### src/rtl/tx_arb_pkg.sv
// Shared encodings for the TX FIFO write-side arbiter.
package tx_arb_pkg;

    typedef enum logic {
        IDLE = 1'b0,
        XFER = 1'b1
    } state_t;

    localparam logic REQ_HOST = 1'b0;
    localparam logic REQ_CTRL = 1'b1;

    localparam int CNT_W = 16;

endpackage

### src/rtl/tx_fifo_wr_arb.sv
// Frame-atomic round-robin arbiter for the TX FIFO write port (host DMA vs.
// MAC control frames); a frame starts only when the FIFO has MIN_FREE slots.
module tx_fifo_wr_arb
    import tx_arb_pkg::*;
#(
    parameter int WIDTH    = 64,
    parameter int DEPTH    = 16,
    parameter int PTR      = 4,
    parameter int MIN_FREE = 4
) (
    input  logic               clk,
    input  logic               aclr,
    input  logic               req0_valid,
    input  logic [WIDTH-1:0]   req0_data,
    input  logic               req0_last,
    output logic               req0_ready,
    input  logic               req1_valid,
    input  logic [WIDTH-1:0]   req1_data,
    input  logic               req1_last,
    output logic               req1_ready,
    output logic               fifo_wrreq,
    output logic [WIDTH-1:0]   fifo_data,
    input  logic               fifo_wrfull,
    input  logic [PTR:0]       fifo_wrusedw,
    output logic               busy,
    output logic               gnt,
    output logic [CNT_W-1:0]   frm_cnt0,
    output logic [CNT_W-1:0]   frm_cnt1
);

    localparam logic [PTR+1:0] DEPTH_L = (PTR+2)'(DEPTH);
    localparam logic [PTR+1:0] MIN_L   = (PTR+2)'(MIN_FREE);

    state_t           state, state_nxt;
    logic             gnt_nxt;
    logic [PTR+1:0]   free;
    logic             space_ok;
    logic             sel_valid, sel_last, xfer;
    logic [WIDTH-1:0] sel_data;

    assign free     = DEPTH_L - {1'b0, fifo_wrusedw};
    assign space_ok = (free >= MIN_L) && !fifo_wrfull;

    assign sel_valid = (gnt == REQ_CTRL) ? req1_valid : req0_valid;
    assign sel_last  = (gnt == REQ_CTRL) ? req1_last  : req0_last;
    assign sel_data  = (gnt == REQ_CTRL) ? req1_data  : req0_data;

    assign busy = (state == XFER);
    // Full FIFO stalls the granted requester without releasing the grant.
    assign xfer = busy && sel_valid && !fifo_wrfull;

    assign req0_ready = busy && (gnt == REQ_HOST) && !fifo_wrfull;
    assign req1_ready = busy && (gnt == REQ_CTRL) && !fifo_wrfull;
    assign fifo_wrreq = xfer;
    assign fifo_data  = xfer ? sel_data : '0;

    always_ff @(posedge clk or posedge aclr) begin
        if (aclr) begin
            state <= IDLE;
            gnt   <= REQ_CTRL;
        end else begin
            state <= state_nxt;
            gnt   <= gnt_nxt;
        end
    end

    always_comb begin
        state_nxt = state;
        gnt_nxt   = gnt;
        if (state == IDLE) begin
            // The requester that did not hold the last grant wins a tie.
            if ((req0_valid || req1_valid) && space_ok) begin
                state_nxt = XFER;
                if (req0_valid && req1_valid)
                    gnt_nxt = ~gnt;
                else
                    gnt_nxt = req1_valid ? REQ_CTRL : REQ_HOST;
            end
        end else begin
            if (xfer && sel_last)
                state_nxt = IDLE;
        end
    end

    always_ff @(posedge clk or posedge aclr) begin
        if (aclr) begin
            frm_cnt0 <= '0;
            frm_cnt1 <= '0;
        end else if (xfer && sel_last) begin
            if (gnt == REQ_HOST)
                frm_cnt0 <= frm_cnt0 + CNT_W'(1);
            else
                frm_cnt1 <= frm_cnt1 + CNT_W'(1);
        end
    end

endmodule

### config.mk
export PLATFORM = sky130hd
export DESIGN_NAME = tx_fifo_wr_arb
export DESIGN_NICKNAME = d
export VERILOG_FILES = /design/src/rtl/tx_arb_pkg.sv /design/src/rtl/tx_fifo_wr_arb.sv
export SDC_FILE = /design/constraint.sdc
export NUM_CORES = 1
export LEC_CHECK = 0
export ABC_AREA = 1
export BUFFER_PORTS_ARGS = -buffer_cell sky130_fd_sc_hd__buf_2
export CAP_MARGIN = 20
export CORE_MARGIN = 2
export CORE_UTILIZATION = 37
export CTS_BUF_LIST = sky130_fd_sc_hd__clkbuf_4 sky130_fd_sc_hd__clkbuf_8 sky130_fd_sc_hd__clkbuf_16
export DETAILED_ROUTE_END_ITERATION = 8
export PLACE_DENSITY = 0.89
export SLEW_MARGIN = 30
export SYNTH_ARGS = -nofsm -noshare
export SYNTH_HDL_FRONTEND = slang
export SYNTH_SLANG_ARGS = --single-unit
### constraint.sdc
create_clock -name clk -period 1.2 [get_ports clk]
set_input_delay 0 -clock clk [delete_from_list [all_inputs] [get_ports clk]]
set_output_delay 0 -clock clk [all_outputs]
set_load 0.03 [all_outputs]
==> flow_metrics.tcl, run 1 <==
set metrics [dict create \
    cts_buffer_depth 2 \
    die-area_sq_um 9050 \
    io_buffers 240 \
    antenna_found_initial 1 \
    die_w_um 95.1 \
    initial_utilization 0.378 \
    met2_wirelength_mm 9.71 \
    netlist_instances 509 \
    drive_above_1_share 0.575 \
    async_flop_share 1.00 \
    syn_area_per_cell_sq_um 6.03 \
    m1WireLength_mm 6.44 \
    status "complete, but fails checks" \
    min_path_type "primary input to flop" \
    ys_seq_area_frac 0.277 \
    synth_area_leaders "nand2_1, dfrtp_1, a21oi_1" \
    clk_latency_ns 0.31 \
    synth_nets 651 \
    cap_violations 0 \
    clk_pin_slew_ns 0.07 \
    finalHoldViolCount 0 \
    fin_cells 931 \
    top_layer "met4" \
    regArea_sq_um 858 \
    grt_usage 0.329 \
    crit_type "flop to flop" \
    crit_fanout 7 \
    finalSetupViolCount 102 \
    viasPerCell 5.81 \
    synth_common_cells "nand2_1, a21oi_1, nor2_1" \
    worstPathCellList "buf_4 -> o21ai_4 -> nand3_4 -> buf_12 -> buf_4 -> nor2_4 -> buf_12 -> buf_16 -> nand2_1 -> o21ai_0" \
    end_kind "flop" \
    dpl.cell_count 883 \
    finClkSkew_ns 0.0106 \
    reg2reg_slack_ns -0.57 \
    min_from "fifo_wrusedw[3]" \
    drc 0 \
    crit_path_top_delay_cell "dfstp_2" \
    coreArea_sq_um 8130 \
    yosys.area.top_type "nand2_1" \
    nNetsFinal 966 \
    cp-start-kind "flop" \
    tns_ns -46.78 \
    synth_top_cell_area_share 0.297 \
    wl_per_cell_um 21.1 \
    grt_pass1_wl_mm 23.1 \
    synth_most_common_cell "nand2_1" \
    grt_pass1_vias 4812 \
    synth-edff-count 0 \
    finalCriticalPeriod_ns 1.77 \
    synthToLayoutAreaGrowth_pct 127 \
    gp_congestion 0.888 \
    critical_path_required_ns 1.38 \
    slew_viol_final 0 \
    peakVddDrop_v 0.00127 \
    slew_headroom 0.687 \
    h-tree-depth 2 \
    path_buf_inv 5 \
    tritoncts "done" \
    cp_top_family "buffers and inverters" \
    cts_sinks 34 \
    numCtsBuffers 5 \
    synth_flop_cell "dfrtp_1" \
    io_pins 241 \
    drtIter0Drc 387 \
    final.period_utilization 1.48 \
    dp_hpwl_mm 10.2 \
    hold_depth 4 \
    root_buffer "clkbuf_8" \
    num_vias 5411 \
    drt-total-wl_mm 19.6 \
    fillers 384 \
    ys_ff_latch 34 \
    grt_start_max_net_pins 40 \
    ant_nets 0 \
    multi_input_area_sq_um 2860 \
    layout_setup_ws_ns -0.574 \
    r2r-start "gnt" \
    grt-ovfl-total 0 \
    reg2reg_depth 10 \
    p_leak_uw 0.00330 \
    final_util 0.857 \
    firstDrtPassIters 7 \
    yosys_warnings 0 \
    rr_endpoint "frm_cnt1[12]" \
    cp.arrival_ns 1.96 \
    violations "setup timing" \
    tightest_slew_ns 0.470 \
    row_count 33 \
    p_per_area_nw_per_um2 1900 \
    fmax_mhz 564 \
    rsz0062_at_grt "true" \
    critPathMaxStageDelay_ns 0.56 \
    die_h_um 95.1 \
    pre_cts_ws_ns -0.298 \
    wl_met3_mm 2.07 \
    syn_area_sq_um 3070 \
    ys_types 28 \
    worstHoldEndpoint "gnt" \
]
report_power, final:
part,internal (uW),total [uW],switching (uW)
Combinational,4330,10400,6020
Sequential,1470,1890,424
Clock,486,965,478
cell families (layout without fill, tap and decap cells):
family	Yosys count	in the layout	share of synthesized area
buf+inv	53	368	0.0949
flops	34	34	0.277
simple gates	321	322	0.426
xor+xnor	13	13	0.0371
other cells	0	1	0
compound gates	86	86	0.156
fa+ha+maj	2	2	0.00815
metrics by stage:
| step | cell area [sq um] | total power [uW] | hold slack, ns |
|---|---|---|---|
| 2_1_floorplan | 3800 | 6790 | 0.127 |
| 3_3_place_gp | 5410 | 8690 | 0.116 |
| 3_5_place_dp | 5410 | 8930 | 0.114 |
| 4_1_cts | 6340 | 11300 | 0.0683 |
| 5_1_grt | 6970 | 13700 | 0.116 |
| 6_report | 6970 | 13200 | 0.0968 |
how the worst max path moves through the flow:
stage | from | end | slack [ns] | depth (start not counted)
2_1_floorplan | busy | frm_cnt1[3] | -0.37 | 8
3_3_place_gp | gnt | fifo_data[56] | -0.25 | 6
3_5_place_dp | gnt | fifo_data[27] | -0.30 | 6
4_1_cts | gnt | fifo_data[0] | -0.59 | 7
5_1_grt | gnt | frm_cnt1[12] | -0.62 | 10
6_report | gnt | frm_cnt1[12] | -0.57 | 10
repair_timing:
item                       CTS  global route
pin swaps                    4            13
hold endpoints to repair    34             0
gates cloned                11            10
buffers inserted             6            11
hold buffers                 2             0
setup endpoints to repair  102           102
resized for setup          156            89
state kept, by name, summed over array words and instances, names as in the netlist:
name and flops:
busy 1, gnt 1, frm_cnt1 16, frm_cnt0 16
tightest hold or removal path: cells and delay by family:
kind                   cells  cell delay (ns)
and+or+nand+nor            2             0.23
buffers and inverters      1             0.09
AOI/OAI and AO/OA          1             0.08
cells in the final DEF (no fill, tap or decap), drive strengths merged, types with 2 or more instances in the layout:
master,synthesis,layout
o21ai,22,22
a21oi,64,64
xnor2,4,4
ha,2,2
nor2,44,44
clkbuf,7,15
nand2,246,247
dlygate4sd3,0,2
nand4,10,10
dfrtp,33,33
buf,18,320
nand3b,3,3
inv,27,29
xor2,9,9
clkinv,1,2
nand3,16,16
layout make-up:
| cell class | instances | area share |
|---|---|---|
| diodes | 1 | 0.000359 |
| clock buffers | 7 | 0.0129 |
| clock inverters | 1 | 0.000718 |
| inverters | 28 | 0.0203 |
| multi-input cells | 423 | 0.411 |
| flip-flops and latches | 34 | 0.123 |
| well taps | 105 | 0.0189 |
| repair buffers | 330 | 0.409 |
| repair inverters | 2 | 0.00359 |
routing by layer:
metal | global-route usage | up-vias
met4 | 0.181 | 0
met2 | 0.580 | 478
met3 | 0.0846 | 143
li1 | - | 2273
met5 | 0 | -
met1 | 0.359 | 2517
Power figures use the tool's default switching activity.
==> run 2: changes to the inputs <==
Settings changed: CORE_ASPECT_RATIO set to 0.9.
==> run 2 against run 1 <==
Net effect:
- hold slack worse by 0.088 ns
- non-clock buffer count is 17 lower
- the run still ends with setup timing left
- setup slack got worse by 0.022 ns
- sequential power about the same
- final cell count decreased by 2.6%
- fmax shrank 1.2%
- clock skew shrank 0.0059 ns
- register-to-register slack improved by 0.08 ns
- total power fell by 7.7%
- critical endpoint is now fifo_data[11]
- clock power grew 9%
- critical path depth is 4 lower
- highest routed layer unchanged
==> flow_metrics.tcl, run 2 (synthesis gave the netlist of run 1 again) <==
set metrics [dict create \
    status "complete, but fails checks" \
    violations "setup timing" \
    holdWs_ns 0.00902 \
    ant_nets 0 \
    final.period_utilization 1.50 \
    coreArea_sq_um 8070 \
    drive_above_1_share 0.599 \
    synthToLayoutAreaGrowth_pct 111 \
    firstDrtPassIters 5 \
    slew_viol_final 0 \
    cp.arrival_ns 1.80 \
    finClkSkew_ns 0.00472 \
    drt-total-wl_mm 16.7 \
    gp_congestion 0.907 \
    nNetsFinal 949 \
    peakVddDrop_v 0.00137 \
    finalSetupViolCount 102 \
    viasPerCell 5.47 \
    largestRegisters "frm_cnt0 (16), frm_cnt1 (16)" \
    stdcell_area_sq_um 6480 \
    tightest_slew_ns 0.444 \
    drtIter0Drc 277 \
    final_common_cell "buf_2" \
    die_w_um 100 \
    pre_cts_ws_ns -0.272 \
    clk_pin_slew_ns 0.07 \
    wl_per_cell_um 18.5 \
    io_buffers 240 \
    end_kind "primary output" \
    dp_hpwl_mm 9.97 \
    p_leak_uw 0.00311 \
    layout_common_cells "buf_2, nand2_1, a21oi_4" \
    cts_buffer_depth 2 \
    rsz0062_at_grt "true" \
    critical_path_required_ns 1.20 \
    grt_pass1_wl_mm 22.6 \
    final_util 0.804 \
    num_vias 4957 \
    min_path_type "primary input to flop" \
    root_buffer "clkbuf_8" \
    p_per_area_nw_per_um2 1880 \
    cts_sinks 34 \
    crit_fanout 21 \
    initial_utilization 0.381 \
    grt-ovfl-total 0 \
    finalCriticalPeriod_ns 1.80 \
    finalHoldViolCount 0 \
    tritoncts "done" \
    io_pins 241 \
    grt_usage 0.306 \
    fmax_mhz 557 \
    drc 0 \
    grt_pass1_vias 4780 \
    die_h_um 90.4 \
    clk_latency_ns 0.29 \
    h-tree-depth 2 \
    layout_setup_ws_ns -0.597 \
    numCtsBuffers 5 \
    antenna_found_initial 0 \
    grt_start_max_net_pins 37 \
    place_area_sq_um 5420 \
    cp-start-kind "flop" \
    row_count 31 \
    antenna_cells 0 \
    die-area_sq_um 9050 \
    cap_violations 0 \
    slew_headroom 0.704 \
    crit_type "flop to primary output" \
]
-- run 2: area by class of cell --
cell class | count | area [sq um]
clock buffers | 5 | 68.8
clock inverters | 3 | 40.0
fillers | 437 | 1580
inverters | 28 | 125
multi-input cells | 423 | 2910
flip-flops and latches | 34 | 858
well taps | 99 | 124
repair buffers | 313 | 2330
repair inverters | 2 | 25.0
-- run 2: critical path, stage by stage (launching register included) --
cell     delay [ns]
dfstp_2        0.57
buf_12         0.12
buf_12         0.14
buf_12         0.16
nand2_1        0.12
a21oi_4        0.18
buf_2          0.21
-- run 2: stage by stage --
stage | instances | power [uW] | TNS (ns)
after detailed placement | 876 | 9010 | -21.33
after CTS | 895 | 10900 | -44.65
after floorplan | 509 | 6790 | -31.40
after global placement | 876 | 8770 | -18.79
final | 907 | 12200 | -46.02
after global routing | 907 | 12800 | -52.05
-- run 2: routing by layer --
layer | vias up | GRT usage | routed length, um
met1 | 2295 | 0.354 | 5930
met5 | - | 0 | 0
met3 | 100 | 0.0480 | 1490
li1 | 2211 | - | -
met4 | 0 | 0.121 | 931
met2 | 351 | 0.556 | 8390
-- run 2: path summary, 6_finish.rpt --
path | from | to | slack, ns | cells after the start
hold / removal | req1_valid | gnt | 0.009 | 3
min in group asynchronous | aclr | frm_cnt0[7] | 0.35 | 4
setup / recovery | gnt | fifo_data[11] | -0.60 | 6
setup reg to reg | gnt | frm_cnt1[3] | -0.49 | 9
max in group asynchronous | aclr | gnt | 0.52 | 4
hold reg to reg | frm_cnt0[5] | frm_cnt0[5] | 0.54 | 1
-- run 2: timing repair --
item                                    CTS  global route
pin swaps                                 6            12
endpoints found under the setup margin  102           102
hold endpoints to repair                 33             0
buffers inserted                          8             6
gates cloned                              2             6
gates resized for setup                 107           114
hold buffers                              1             0
-- run 2: power breakdown --
group          switching (uW)  internal [uW]  total (uW)
Sequential                397           1470        1870
Combinational            5650           3630        9280
Clock                     439            611        1050
==> run 3: changes to the inputs <==
Settings changed: CORE_UTILIZATION 37 to 24, PLACE_DENSITY 0.89 to 0.65.
==> run 3 against run 2 <==
Net effect:
- the run still ends with setup timing left
- hold slack better by 0.012 ns
- setup slack better by 0.089 ns
- fmax up 5.2%
- clock-buffer cell count grew 3
- clock skew is 0.0011 ns lower
- design area is 3.4% higher
- register-to-register slack better by 0.09 ns
- critical endpoint is now fifo_data[30]
==> flow_metrics.tcl, run 3 (synthesis gave the netlist of run 1 again) <==
set metrics [dict create \
    stdcell_area_sq_um 6710 \
    viasPerCell 4.49 \
    layout_setup_ws_ns -0.508 \
    pre_cts_ws_ns -0.307 \
    place_area_sq_um 5600 \
    finalSetupViolCount 102 \
    ant_nets 0 \
    grt_pass1_wl_mm 20.5 \
    p_leak_uw 0.00320 \
    cp-start-kind "flop" \
    fmax_mhz 585 \
    reg2reg_slack_ns -0.40 \
    tritoncts "done" \
    end_kind "primary output" \
    grt_usage 0.183 \
    drc 0 \
    grt_pass1_vias 4287 \
    r2r-start "gnt" \
    drtIter0Drc 168 \
    row_count 39 \
    tightest_slew_ns 0.423 \
    crit_end "fifo_data[30]" \
    gp_congestion 0.821 \
    h-tree-depth 2 \
    grt-ovfl-total 0 \
    cts_sinks 34 \
    die-area_sq_um 13700 \
    critical_path_required_ns 1.20 \
    synthToLayoutAreaGrowth_pct 118 \
    fillers 1189 \
    violations "setup timing" \
    finalHoldViolCount 0 \
    coreArea_sq_um 12600 \
    die_w_um 123 \
    grt_start_max_net_pins 39 \
    dp_hpwl_mm 9.55 \
    final_common_cell "nand2_1" \
    final.period_utilization 1.42 \
    drive_above_1_share 0.540 \
    crit_fanout 8 \
    rsz0062_at_grt "true" \
    cts_buffer_depth 2 \
    layout_common_cells "nand2_1, buf_2, buf_6" \
    firstDrtPassIters 4 \
    p_per_area_nw_per_um2 1760 \
    critPathLaunch "gnt" \
    numCtsBuffers 5 \
    peakVddDrop_v 0.00111 \
    initial_utilization 0.244 \
    wl_per_cell_um 13.4 \
    antenna_found_initial 1 \
    slew_headroom 0.718 \
    tns_ns -40.76 \
    num_vias 4430 \
    cap_violations 0 \
    holdWs_ns 0.0208 \
    largestRegisters "frm_cnt0 (16), frm_cnt1 (16)" \
    io_buffers 240 \
    io_pins 241 \
    dpl.cell_count 954 \
    reg2reg_depth 9 \
    cp.arrival_ns 1.71 \
    die_h_um 111 \
    status "complete, but fails checks" \
    root_buffer "clkbuf_16" \
    rr_endpoint "frm_cnt1[11]" \
    clk_pin_slew_ns 0.05 \
    finalCriticalPeriod_ns 1.71 \
    fin_cells 986 \
    min_path_type "primary input to flop" \
    finClkSkew_ns 0.00366 \
    crit_type "flop to primary output" \
    nNetsFinal 962 \
    clk_latency_ns 0.27 \
    slew_viol_final 0 \
    drt-total-wl_mm 13.2 \
]
[run 3: critical path: stages (launching register included)]
cell,delay (ns)
dfstp_2,0.38
buf_4,0.13
o21ai_2,0.17
nand3_4,0.14
buf_12,0.18
buf_16,0.15
a21oi_4,0.13
buf_6,0.15
[run 3: worst min path at each step]
stage | to | slack [ns] | from | cells past startpoint
6_report | gnt | 0.02 | req1_valid | 3
5_1_grt | gnt | 0.07 | req1_valid | 3
4_1_cts | gnt | 0.02 | req1_valid | 3
3_5_place_dp | frm_cnt0[7] | 0.02 | aclr | 2
3_3_place_gp | frm_cnt0[15] | 0.03 | aclr | 2
2_1_floorplan | gnt | 0.13 | req1_valid | 2
[run 3: cell type report]
type | instances | area (sq um) | share of cell area
Tap cell | 164 | 205 | 0.0306
Sequential cell | 34 | 858 | 0.128
Multi-Input combinational cell | 423 | 2760 | 0.412
Inverter | 28 | 120 | 0.0179
Clock buffer | 8 | 148 | 0.0220
Timing Repair inverter | 2 | 25.0 | 0.00373
Timing Repair Buffer | 326 | 2580 | 0.385
Antenna cell | 1 | 2.50 | 0.000373
[run 3: stage by stage]
stage,util,power [uW]
2_1_floorplan,-,6790
3_3_place_gp,0.445,8960
3_5_place_dp,0.445,9000
4_1_cts,0.521,11600
5_1_grt,0.533,12500
6_report,0.533,11800
[run 3: report_power, final]
| part | internal [uW] | switching, uW | total [uW] |
|---|---|---|---|
| Combinational | 3530 | 5150 | 8680 |
| Clock | 840 | 465 | 1300 |
| Sequential | 1470 | 316 | 1790 |
| Total | 5840 | 5930 | 11800 |
[run 3: metal layers]
| layer | global-route usage | part of all wire |
|---|---|---|
| met1 | 0.224 | 0.42 |
| met2 | 0.339 | 0.52 |
| met3 | 0.0159 | 0.050 |
| met4 | 0.0462 | 0.012 |
| met5 | 0 | 0 |
[run 3: repair_timing]
action,in CTS,in global routing
buffers inserted,10,2
gates cloned,8,2
hold endpoints to repair,7,0
hold buffers,1,0
gates resized for setup,165,14
pin swaps,9,6
endpoints found under the setup margin,102,102
